==> config.mk <==
export PLATFORM = sky130hd
export DESIGN_NAME = pid_incremental
export DESIGN_NICKNAME = d
export VERILOG_FILES = /design/src/rtl/pid_pkg.sv /design/src/rtl/pid_mac.sv /design/src/rtl/pid_incremental.sv
export SDC_FILE = /design/constraint.sdc
export NUM_CORES = 1
export LEC_CHECK = 0
export ABC_AREA = 1
export ABC_CLOCK_PERIOD_IN_PS = 9000
export BUFFER_PORTS_ARGS = -buffer_cell sky130_fd_sc_hd__buf_2
export CORE_ASPECT_RATIO = 0.75
export CORE_UTILIZATION = 55
export CTS_CLUSTER_DIAMETER = 60
export DETAILED_ROUTE_END_ITERATION = 12
export PLACE_DENSITY = 0.74
export SLEW_MARGIN = 20
export SYNTH_ARGS = -nofsm -noshare
export SYNTH_HDL_FRONTEND = slang
export SYNTH_SLANG_ARGS = --single-unit
==> constraint.sdc <==
create_clock -name clk -period 9 [get_ports clk]
set_input_delay 1.35 -clock clk [delete_from_list [all_inputs] [get_ports clk]]
set_output_delay 1.35 -clock clk [all_outputs]
set_load 0.05 [all_outputs]
==> src/rtl/pid_pkg.sv <==
// Shared types and helpers for the incremental (velocity-form) PID stage.
package pid_pkg;

  typedef enum logic [2:0] {
    IDLE,
    MUL_P,
    MUL_I,
    MUL_D,
    UPDATE
  } pid_state_e;

  // Width of a difference term: ADC tap plus headroom for e0 - 2*e1 + e2.
  function automatic int unsigned term_w(input int unsigned adc_w);
    return adc_w + 2;
  endfunction

  // Accumulator width: three products of (adc_w+2) x (coef_w+1) bits never overflow it.
  function automatic int unsigned acc_w(input int unsigned adc_w, input int unsigned coef_w);
    return adc_w + coef_w + 5;
  endfunction

  // Saturate a signed value into [lo, hi].
  function automatic int clamp(input int v, input int lo, input int hi);
    if (v > hi) return hi;
    if (v < lo) return lo;
    return v;
  endfunction

endpackage

==> src/rtl/pid_mac.sv <==
// Signed multiply-accumulate, time-shared across the P, I and D terms.
module pid_mac
  import pid_pkg::*;
#(
  parameter int unsigned A_W   = 10,
  parameter int unsigned B_W   = 9,
  parameter int unsigned ACC_W = 21
) (
  input  logic                    clk,
  input  logic                    n_rst,
  input  logic                    clr,
  input  logic                    en,
  input  logic signed [A_W-1:0]   a,
  input  logic signed [B_W-1:0]   b,
  output logic signed [ACC_W-1:0] acc
);

  localparam int unsigned P_W = A_W + B_W;

  logic signed [P_W-1:0] prod_c;

  assign prod_c = a * b;

  // Accumulator: clear wins over enable.
  always_ff @(posedge clk or negedge n_rst) begin
    if (!n_rst) begin
      acc <= '0;
    end else if (clr) begin
      acc <= '0;
    end else if (en) begin
      acc <= acc + ACC_W'(prod_c);
    end
  end

endmodule

==> src/rtl/pid_incremental.sv <==
// Velocity-form PID: one shared multiplier over three cycles, then a saturated duty update.
module pid_incremental
  import pid_pkg::*;
#(
  parameter int unsigned ADC_WIDTH  = 8,
  parameter int unsigned COEF_WIDTH = 8,
  parameter int unsigned FRAC_BITS  = 4,
  parameter int unsigned OUT_WIDTH  = 10,
  parameter int          OUT_MAX    = 1000,
  parameter int          OUT_MIN    = 0,
  parameter int          OUT_INIT   = 0
) (
  input  logic                  clk,
  input  logic                  n_rst,
  input  logic                  start,
  input  logic                  clear,
  input  logic [ADC_WIDTH-1:0]  e_new,
  input  logic [ADC_WIDTH-1:0]  e_prev,
  input  logic [ADC_WIDTH-1:0]  e_old,
  input  logic [COEF_WIDTH-1:0] kp,
  input  logic [COEF_WIDTH-1:0] ki,
  input  logic [COEF_WIDTH-1:0] kd,
  output logic [OUT_WIDTH-1:0]  duty,
  output logic                  valid,
  output logic                  busy
);

  localparam int unsigned TERM_W = term_w(ADC_WIDTH);
  localparam int unsigned GAIN_W = COEF_WIDTH + 1;
  localparam int unsigned ACC_W  = acc_w(ADC_WIDTH, COEF_WIDTH);

  pid_state_e state;

  logic [COEF_WIDTH-1:0]    kp_q, ki_q, kd_q;
  logic signed [TERM_W-1:0] e0_q, dp_q, dd_q;

  logic signed [TERM_W-1:0] e0_c, e1_c, e2_c, dp_c, dd_c;
  logic signed [TERM_W-1:0] mac_a_c;
  logic signed [GAIN_W-1:0] mac_b_c;
  logic                     mac_en_c, mac_clr_c;
  logic signed [ACC_W-1:0]  acc;
  logic signed [ACC_W-1:0]  delta_c;
  int                       sum_c;
  logic [OUT_WIDTH-1:0]     duty_next_c;

  // Sign-extend the taps and form the proportional and derivative differences.
  assign e0_c = TERM_W'($signed(e_new));
  assign e1_c = TERM_W'($signed(e_prev));
  assign e2_c = TERM_W'($signed(e_old));
  assign dp_c = e0_c - e1_c;
  assign dd_c = e0_c - (e1_c <<< 1) + e2_c;

  // Steer the latched term/gain pair for the current phase into the shared MAC.
  always_comb begin
    mac_a_c  = '0;
    mac_b_c  = '0;
    mac_en_c = 1'b0;
    case (state)
      MUL_P: begin
        mac_a_c  = dp_q;
        mac_b_c  = $signed({1'b0, kp_q});
        mac_en_c = !clear;
      end
      MUL_I: begin
        mac_a_c  = e0_q;
        mac_b_c  = $signed({1'b0, ki_q});
        mac_en_c = !clear;
      end
      MUL_D: begin
        mac_a_c  = dd_q;
        mac_b_c  = $signed({1'b0, kd_q});
        mac_en_c = !clear;
      end
      default: ;
    endcase
  end

  assign mac_clr_c = (state == IDLE) && start && !clear;

  pid_mac #(
    .A_W   (TERM_W),
    .B_W   (GAIN_W),
    .ACC_W (ACC_W)
  ) u_mac (
    .clk   (clk),
    .n_rst (n_rst),
    .clr   (mac_clr_c),
    .en    (mac_en_c),
    .a     (mac_a_c),
    .b     (mac_b_c),
    .acc   (acc)
  );

  // Scale the increment (floor) and add it to the current duty without wrap, then saturate.
  always_comb begin
    delta_c     = acc >>> FRAC_BITS;
    sum_c       = int'(duty) + int'(delta_c);
    duty_next_c = OUT_WIDTH'(clamp(sum_c, OUT_MIN, OUT_MAX));
  end

  // Control FSM with latched operands and registered duty/valid/busy.
  always_ff @(posedge clk or negedge n_rst) begin
    if (!n_rst) begin
      state <= IDLE;
      duty  <= OUT_WIDTH'(OUT_INIT);
      valid <= 1'b0;
      busy  <= 1'b0;
      kp_q  <= '0;
      ki_q  <= '0;
      kd_q  <= '0;
      e0_q  <= '0;
      dp_q  <= '0;
      dd_q  <= '0;
    end else if (clear) begin
      state <= IDLE;
      duty  <= OUT_WIDTH'(OUT_INIT);
      valid <= 1'b0;
      busy  <= 1'b0;
    end else begin
      valid <= 1'b0;
      case (state)
        IDLE: begin
          if (start) begin
            kp_q  <= kp;
            ki_q  <= ki;
            kd_q  <= kd;
            e0_q  <= e0_c;
            dp_q  <= dp_c;
            dd_q  <= dd_c;
            busy  <= 1'b1;
            state <= MUL_P;
          end
        end
        MUL_P:  state <= MUL_I;
        MUL_I:  state <= MUL_D;
        MUL_D:  state <= UPDATE;
        UPDATE: begin
          duty  <= duty_next_c;
          valid <= 1'b1;
          busy  <= 1'b0;
          state <= IDLE;
        end
        default: state <= IDLE;
      endcase
    end
  end

endmodule

==> results, run 1 <==
- The max-slew violation total from the final report is 0.
- The run finished with clean final reports.
- Of the cells placed in the final design, the portion with a size suffix greater than 1 is 0.08514.
- The worst hold path was traced through 2 stages.
- For this run, the register share of the synthesized area comes to 0.2366.
- The worst relative slew slack is 0.2825.
- The largest driver fanout on the critical path is 17.
- The tightest min-delay check is of the reg -> reg type.
- After detailed routing, the number of remaining DRC violations is 0.
- The hold-fix buffer count after cts is 0.
- Gates resized during post-CTS repair numbered 0.
- Counting every sink on the clock net gives 87.
- IR analysis of the VDD net gives a maximum drop of 0.08728 mV.
- The final count of hold timing violations is 0.
- In this run the number of H-tree levels came out at 3.
- The netlist area before placement is 9201 um^2.
- The floorplan step set the die height to 114.0 um.
- The count of synthesis-stage warnings from yosys is 0.
- Yosys mapped the design onto 39 distinct sky130hd cell types.
- The number of global-route vias before repair was 7561.
- The worst setup path is captured at a register.
- Static timing analysis puts the maximum clock frequency at 140.7 MHz.
- The static power due to leakage is 5.942 nW.
- The first global-routing pass estimated around 36000 um of wire.
- Of all cell types, the one taking the most synthesized area is dfrtp_1.
- The number of setup buffers added after CTS is 0.
- Routed signal wires occupy layers up through met4.
- The HPWL after detailed placement is 16620 um.
- Across the run, the number of max-cap violations was 0.
- Clock-pin slew was measured on the worst setup and hold paths at 0.06 ns.
- At the end of routability-driven placement, the weighted congestion stood at roughly 0.90.
- The port buffer count is 63.
- The cell row count is 40.
- The met1 wire length is 10030 um.
- The via count of the routed design is 7603.
- The initial detailed-routing violation count is 514.
- No sink is reached through more buffers than the 2 on the longest clock path.
- The clock root buffer is clkbuf_16.
- The average via count per standard cell is a little over 5.
- The floorplan die area is 17260 um^2.
- Counting cells, the worst reg-to-reg path comes to 24.
- The area share of the largest cell type after synthesis is 0.2366.
- At the pin with the least slew margin, the transition time is about 1.1 ns.
- The number of instances in the synthesized netlist is approximately 1200.
- Leaving out fill and tap cells, the most frequent cells in the layout are 386 x nand2_1, 286 x inv_1, 95 x fa_1.
- The smallest hold slack is 0.4891 ns.
- The synthesized area per cell is approximately 7.5 um^2.
- The post-synthesis register bit count is 87.
- The area growth from synthesis to final layout is 9.192%.
- The final setup violation count is 0.
- Summed over all layers, the routed wires come to 20320 um.
- For the worst setup path, the data required time is 9.22 ns.
- The detail-routed net length per standard cell is 13.53 um.
- The count of boundary I/O pins is 64.
- The path type of the worst setup path is reg -> reg.
- The diode insertion count for antenna repair is 0.
- The floorplan step set the die width to 151.4 um.
- The wire length on met2 is between 8000 and 9000 um.
- The library cell used most frequently in the layout, excluding fill and tap cells, is nand2_1.
- Counting every net in the synthesized netlist gives between 1000 and 1500.
- Entering global routing, the biggest net connects 69 pins.
- Setup repair after global routing left no endpoint under its margin.
- The area inside the core boundary is 16170 um^2.
- The detailed-routed wire length on met3 is 1102 um.
- STA classifies the critical path startpoint as a register.
- Clock latency on the worst-skew pair, taken at its later pin, is 0.35 ns.
- The number of antenna violations at the first check in global routing is 0.
- The number of nets at the end of the flow is 1508.
- Yosys attributes the largest share of cell area to dfrtp_1 24%, fa_1 21%, nand2_1 16%.
- TritonCTS built the clock tree.
- The number of search-and-repair iterations in the first detailed-routing pass is 5.
- The arrival time reported for the critical path endpoint is 7.33 ns.
- In this run the remaining antenna-violating nets after routing total 0.
- The setup clock skew after layout is between 0.005 and 0.006 ns.
- Of the available clock period, the critical path in the final layout requires 0.7895.
- Power spread over the standard cell area amounts to 149.3 nW/um^2.
- For this run the aggregate overflow at the end of global routing stands at 0.
- TritonCTS created 9 clock buffers.
- The overall fraction of global-route tracks in use is 0.2646.
- The final total negative setup slack is 0 ns.
- The shortest clock period the worst path allows after layout is approximately 7 ns.
- The initial utilization of the core area, before any placement, comes to 0.5692.
-- state kept, by name (all words and copies together) (netlist names) --
signal     count
kp_q           8
ki_q           8
dd_q          10
e0_q           8
state          3
valid          1
busy           1
kd_q           8
duty          10
u_mac.acc     21
dp_q           9
-- path summary, 6_finish.rpt --
| kind | startpoint | to | slack [ns] |
|---|---|---|---|
| min in group asynchronous | n_rst | u_mac.acc[2] | 0.91 |
| hold / removal | kp_q[3] | kp_q[3] | 0.49 |
| setup / recovery | state[0] | u_mac.acc[19] | 1.89 |
| hold reg to reg | kp_q[3] | kp_q[3] | 0.49 |
| max in group asynchronous | n_rst | kd_q[7] | 7.02 |
| setup reg to reg | state[0] | u_mac.acc[19] | 1.89 |
-- per-layer routing --
| layer | global-route usage | vias up |
|---|---|---|
| met5 | 0 | - |
| li1 | - | 3839 |
| met3 | 0.05320 | 30 |
| met1 | 0.3793 | 3515 |
| met2 | 0.4046 | 219 |
| met4 | 0.07933 | 0 |
-- cells in the mapped netlist (all sizes together) --
library cell / instances
dfrtp: 87
inv: 287
nand3b: 1
a21oi: 47
o21bai: 2
nor2: 39
clkbuf: 6
nor3b: 1
a31o: 1
fa: 95
nor4: 1
nor3: 6
a22o: 2
o22ai: 5
o21a: 3
xor2: 9
a22oi: 1
o21ai: 78
buf: 12
clkinv: 1
nand4: 5
a31oi: 1
o31ai: 1
nand3: 50
ha: 74
o211ai: 4
xnor2: 9
nand2: 397
a21o: 4
-- per-stage QoR --
| stage | worst slack (ns) | cell area, um^2 | total power, mW | utilization | cells |
|---|---|---|---|---|---|
| final | 1.894 | 10050 | 1.500 | 0.6215 | 1502 |
| after detailed placement | 2.037 | 9717 | 1.091 | 0.6011 | 1486 |
| after global routing | 1.277 | 10050 | 1.620 | 0.6215 | 1502 |
| after global placement | 2.310 | 9717 | 1.075 | 0.6011 | 1486 |
| after floorplan | 3.036 | 9201 | 0.9420 | - | 1229 |
| after CTS | 1.984 | 10040 | 1.504 | 0.6211 | 1502 |
-- critical path, cell delays in order (launching register included) --
cell and delay (ns):
dfrtp_1 0.42, inv_1 0.11, nor3_2 0.83, inv_1 0.20, o21ai_1 0.54, nand2_1 0.20, inv_1 0.16, fa_1 0.43
inv_1 0.27, fa_1 0.59, fa_1 0.57, inv_1 0.05, fa_1 0.53, inv_1 0.05, fa_1 0.49, inv_1 0.04
ha_1 0.34, nand2_1 0.10, nor3_1 0.20, nor3b_1 0.29, nand3_1 0.11, o211ai_1 0.22, xor2_1 0.09, nand2_1 0.06
o21ai_0 0.08
-- cell type report --
| type | count | area [um^2] |
|---|---|---|
| Fill cell | 1418 | 6118 |
| Sequential cell | 87 | 2177 |
| Clock inverter | 5 | 81.33 |
| Timing Repair Buffer | 65 | 332.8 |
| Inverter | 288 | 1081 |
| Clock buffer | 11 | 242.7 |
| Multi-Input combinational cell | 836 | 5869 |
| Tap cell | 210 | 262.8 |
-- where the power goes --
group	switching (mW)	leakage [nW]	total [mW]	internal (mW)
sequential	0.0541	1.12	0.516	0.462
clock	0.156	0.156	0.406	0.251
combinational	0.376	4.67	0.577	0.201
-- kinds of logic after synthesis --
kind of cell             share of synthesized area
buffers and inverters                       0.1262
AND/OR/NAND/NOR                             0.2236
AO/OA/AOI/OAI                              0.08920
adder cells (fa/ha/maj)                     0.3073
flip-flops                                  0.2366
XOR/XNOR                                   0.01713
No activity file was read; power rests on OpenSTA's default activity.
==> run 2: changes to the inputs <==
Settings changed: ABC_AREA 1 to 0, ABC_CLOCK_PERIOD_IN_PS 9000 to 6000, PLACE_DENSITY 0.74 to 0.77.
Clock period 9 ns to 6 ns, I/O delays scaled along.
==> run 2 against run 1 <==
  * Critical endpoint is now u_mac.acc[20]
  * Via count increased by 1.3%
  * Routed wire length increased by 21%
  * Global-route usage increased by 2.6 points
  * Die area decreased by 1.8%
  * Combinational power increased to 3.0 times the previous value
  * Hold slack got worse by 0.0039 ns
  * The run now ends with negative setup slack left
==> results, run 2 <==
- The distinct cell type count of the synthesized netlist was 64 (was 39).
- The power share of the combinational group came to 0.544 (was 0.385).
- The worst stage delay on the critical path came to 0.55 ns (was 0.83 ns).
- The area inside the core boundary is 16020 um^2 (was 16170 um^2).
- The shortest clock period the worst path allows after layout is 6.370 ns (was 7.106 ns).
- The post-synthesis register bit count came to 87 (unchanged).
- The HPWL after detailed placement is 16050 um (was 16620 um).
- The worst-margin pin slew was 1.011 ns (was 1.076 ns).
- Biggest area contributors in the synthesized netlist: dfrtp_1 24%, fa_1 21%, ha_1 10% (was dfrtp_1 24%, fa_1 21%, nand2_1 16%).
- The startpoint kind of the worst setup timing path is a register (unchanged).
- The total net switching power was 1.363 mW (was 0.5861 mW).
- The maximum number of pins on one net before global-route repair is 99 (was 69).
- The netlist area before placement is 9029 um^2 (was 9201 um^2).
- The family with the most delay on the worst path is adder cells (unchanged).
- The most common cell after layout, fill and taps aside is inv_1 (was nand2_1).
- The average via count per standard cell was 5.673 (was 5.062).
- The number of max-cap violations is 0 (unchanged).
- RSZ-0062 raised after global routing: true (was false).
- The effective utilization at floorplan was 0.5637 (was 0.5692).
- The path type of the worst setup path is reg -> reg (unchanged).
- The number of clock sinks came to 87 (unchanged).
- The placement-stage worst setup slack is -0.3239 ns (was 2.037 ns).
- The max-slew violation total from the final report was 0 (unchanged).
- The CTS buffer count was 9 (unchanged).
- The number of design rule violations left after detail routing is 0 (unchanged).
- The final estimated routing congestion in global placement is 0.9118 (was 0.9040).
- Regs by FF count: u_mac.acc x21, dd_q x10, duty x10 (unchanged).
- The top cell type by total area after synthesis is dfrtp_1 (unchanged).
- The area occupied by registers is 2178 um^2 (was 2177 um^2).
- The count of synthesis-stage warnings from yosys was 0 (unchanged).
- The worst relative slew slack is 0.3263 (was 0.2825).
- Top cells by instance count after synthesis: 173 x inv_1, 95 x fa_1, 88 x nand2_1 (was 386 x nand2_1, 286 x inv_1, 95 x fa_1).
- The number of flip-flops under the largest register name came to 21 (unchanged).
- The critical path endpoint category was a register (unchanged).
- The remaining global-route overflow is 0 (unchanged).
- The hold-fix buffer count after cts came to 0 (unchanged).
- The worst path setup slack after routing was -0.3699 ns (was 1.894 ns).
- The TritonCTS clock tree is done (unchanged).
- The final setup violation count is 8 (was 0).
- The part of the cycle the worst path needs is 1.062 (was 0.7895).
- The detail-routed net length per standard cell was 18.09 um (was 13.53 um).
- The number of antenna violations at the first check in global routing was 0 (unchanged).
- The library cell contributing the largest single delay on the critical path is fa_1 (was nor3_2).
- The critical path data required time is 6.23 ns (was 9.22 ns).
- The number of buffer and inverter instances along the worst setup path is 9 (was 7).
- The most flop-heavy register is u_mac.acc (unchanged).
- The count of boundary I/O pins is 64 (unchanged).
- Most frequent cells in the layout: 151 x inv_1, 95 x buf_4, 92 x fa_1 (was 386 x nand2_1, 286 x inv_1, 95 x fa_1).
- The number of instances in the synthesized netlist came to 983 (was 1229).
- The origin of the worst min-delay path is e0_q[0] (was kp_q[3]).
- The initial detailed-routing violation count is 677 (was 514).
- The worst IR drop on VDD was 0.1512 mV (was 0.08728 mV).
- The wire length of the first global-routing pass is 37870 um (was 35740 um).
- The final reports fail on negative setup slack.
- The horizontal extent of the die is 149.9 um (was 151.4 um).
- The final count of hold timing violations is 0 (unchanged).
- The switching part of the total power is 0.4248 (was 0.3908).
- The synthesized area per cell was 9.185 um^2 (was 7.487 um^2).
- The share of cells above drive strength 1 is 0.3223 (was 0.08514).
- The overall fraction of global-route tracks in use is 0.2908 (was 0.2646).
- The routed wire length was 24570 um (was 20320 um).
- The number of global-route vias before repair was 7829 (was 7561).
- The via count of the routed design is 7704 (was 7603).
- The fraction of registers with async set/reset is 1.000 (unchanged).
- The count of antenna-violating nets left after detailed routing came to 0 (unchanged).
- Run status: finished with violations (was complete, no violations).
- The clock edge transition at the registers on the reported setup and hold paths is 0.07 ns (was 0.06 ns).
- The clock network power share was 0.179 (was 0.271).
- The power share of the sequential group came to 0.277 (was 0.344).
- The cell repeated most along the worst path is fa_1 (was inv_1).
- The synthesized netlist net count was 1204 (was 1450).
- The area growth from synthesis to final layout is 26.21% (was 9.192%).
- The commonest register cell after synthesis is dfrtp_1 (unchanged).
- The number of search-and-repair iterations in the first detailed-routing pass was 5 (unchanged).
- The H-tree depth reported by CTS came to 3 (unchanged).
- The floorplan die area is 16940 um^2 (was 17260 um^2).
- The height of the chip is 113.0 um (was 114.0 um).
- The number of flops mapped to enable cells by yosys is 0 (unchanged).
- The port buffer count is 63 (unchanged).
- The utilization after layout was 0.7115 (was 0.6215).
- The diode insertion count for antenna repair is 0 (unchanged).
- The startpoint of the most critical setup path is state[1] (was state[0]).
- The clock latency on the worst-skew pair is 0.36 ns (was 0.35 ns).
- The cell row count is 40 (unchanged).
- The area share of the largest cell type after synthesis is 0.2411 (was 0.2366).
- The cell-internal power is 1.846 mW (was 0.9135 mW).
- The placed standard-cell area was 10140 um^2 (was 9717 um^2).
- The arrival time reported for the critical path endpoint came to 6.60 ns (was 7.33 ns).
- The maximum root-to-sink buffer count was 2 (unchanged).
- The power per standard cell area came to 281.6 nW/um^2 (was 149.3 nW/um^2).
- The timing-limited maximum frequency came to 157.0 MHz (was 140.7 MHz).
- The largest driver fanout on the critical path was 6 (was 17).
- The setup clock skew after layout is 0.009177 ns (was 0.005526 ns).
- The type of the most critical hold path is reg -> reg (unchanged).
- The reg-to-reg startpoint is state[1] (was state[0]).
- The final design area excluding fillers is 11390 um^2 (was 10050 um^2).
- The area used by multi-input combinational logic was 6629 um^2 (was 5869 um^2).
- The number of nets at the end of the flow is 1364 (was 1508).
- The most repeated cell in the gate-level netlist after synthesis is inv_1 (was nand2_1).
- The number of filler cells placed in the layout is 1076 (was 1418).
- The static power due to leakage is 5.757 nW (was 5.942 nW).
- The sequential share of the synthesized area is 0.2411 (was 0.2366).
- The clock root buffer is clkbuf_16 (unchanged).
==> run 2: changes by cell type after synthesis, sizes merged, moves of 12 or more <==
cell	change
a21o	+29
clkbuf	+23
inv	-108
mux2	+41
nand2	-309
nand2b	+13
nand3	-25
nor2	+30
o21ai	-15
or2	+13
xnor2	+12
==> run 2: worst paths after layout <==
kind                                       to  slack (ns)  depth (start not counted)
min in group asynchronous             kd_q[6]        0.59                          1
worst max register to register  u_mac.acc[20]       -0.37                         28
worst max-delay path            u_mac.acc[20]       -0.37                         28
max in group asynchronous            state[1]        4.85                          1
worst min-delay path                  e0_q[0]        0.49                          2
worst min register to register        e0_q[0]        0.49                          2
==> run 2: metal layers <==
| metal | wire, um | track usage |
|---|---|---|
| met5 | 0 | 0 |
| met4 | 715 | 0.07879 |
| met3 | 2185 | 0.07177 |
| met2 | 11470 | 0.4781 |
| met1 | 10200 | 0.3832 |
==> run 2: repair_timing <==
item	CTS	global route
setup endpoints to repair	6	9
resized for setup	92	60
pin swaps	62	64
buffers inserted	24	15
gates cloned	2	0
==> run 2: kinds of logic after synthesis <==
| logic type | after synthesis | synth area share |
|---|---|---|
| fa+ha+maj | 169 | 0.3132 |
| mux | 43 | 0.05335 |
| simple gates | 242 | 0.1264 |
| compound gates | 194 | 0.1415 |
| xor+xnor | 38 | 0.03686 |
| flops | 87 | 0.2411 |
| buf+inv | 210 | 0.08758 |
==> run 2: power groups by stage <==
stage	clock network [mW]	logic, mW	registers, mW
floorplan	0	0.980	0.837
global placement	0	1.35	0.887
CTS	0.575	1.56	0.881
finish	0.575	1.74	0.889
global route	0.606	1.91	0.903
detailed placement	0	1.40	0.886
==> run 2: stage by stage <==
| stage | setup TNS (ns) | power [mW] | cells | hold WS (ns) |
|---|---|---|---|---|
| floorplan | 0 | 1.817 | 983 | 0.4429 |
| global placement | -0.1619 | 2.236 | 1304 | 0.4623 |
| detailed placement | -0.6191 | 2.287 | 1304 | 0.4693 |
| CTS | -0.03661 | 3.017 | 1345 | 0.4860 |
| global route | -3.699 | 3.418 | 1358 | 0.5036 |
| finish | -1.470 | 3.209 | 1358 | 0.4852 |
==> run 2: final cells by class <==
type,count,share of cell area
multi-input cells,686,0.5817
flip-flops and latches,87,0.1912
repair buffers,180,0.1180
inverters,179,0.05962
well taps,210,0.02306
clock buffers,9,0.01976
clock inverters,7,0.006588
==> run 2: worst reg2reg max path, delay by kind of cell, from the launching register on <==
family	cells	cell delay, ns
and+or+nand+nor	5	1.07
buffers and inverters	9	0.83
AOI/OAI and AO/OA	6	0.88
xor gates and xnor gates	1	0.09
adders and majority gates	6	2.62
DFF	1	0.42
muxes	1	0.34
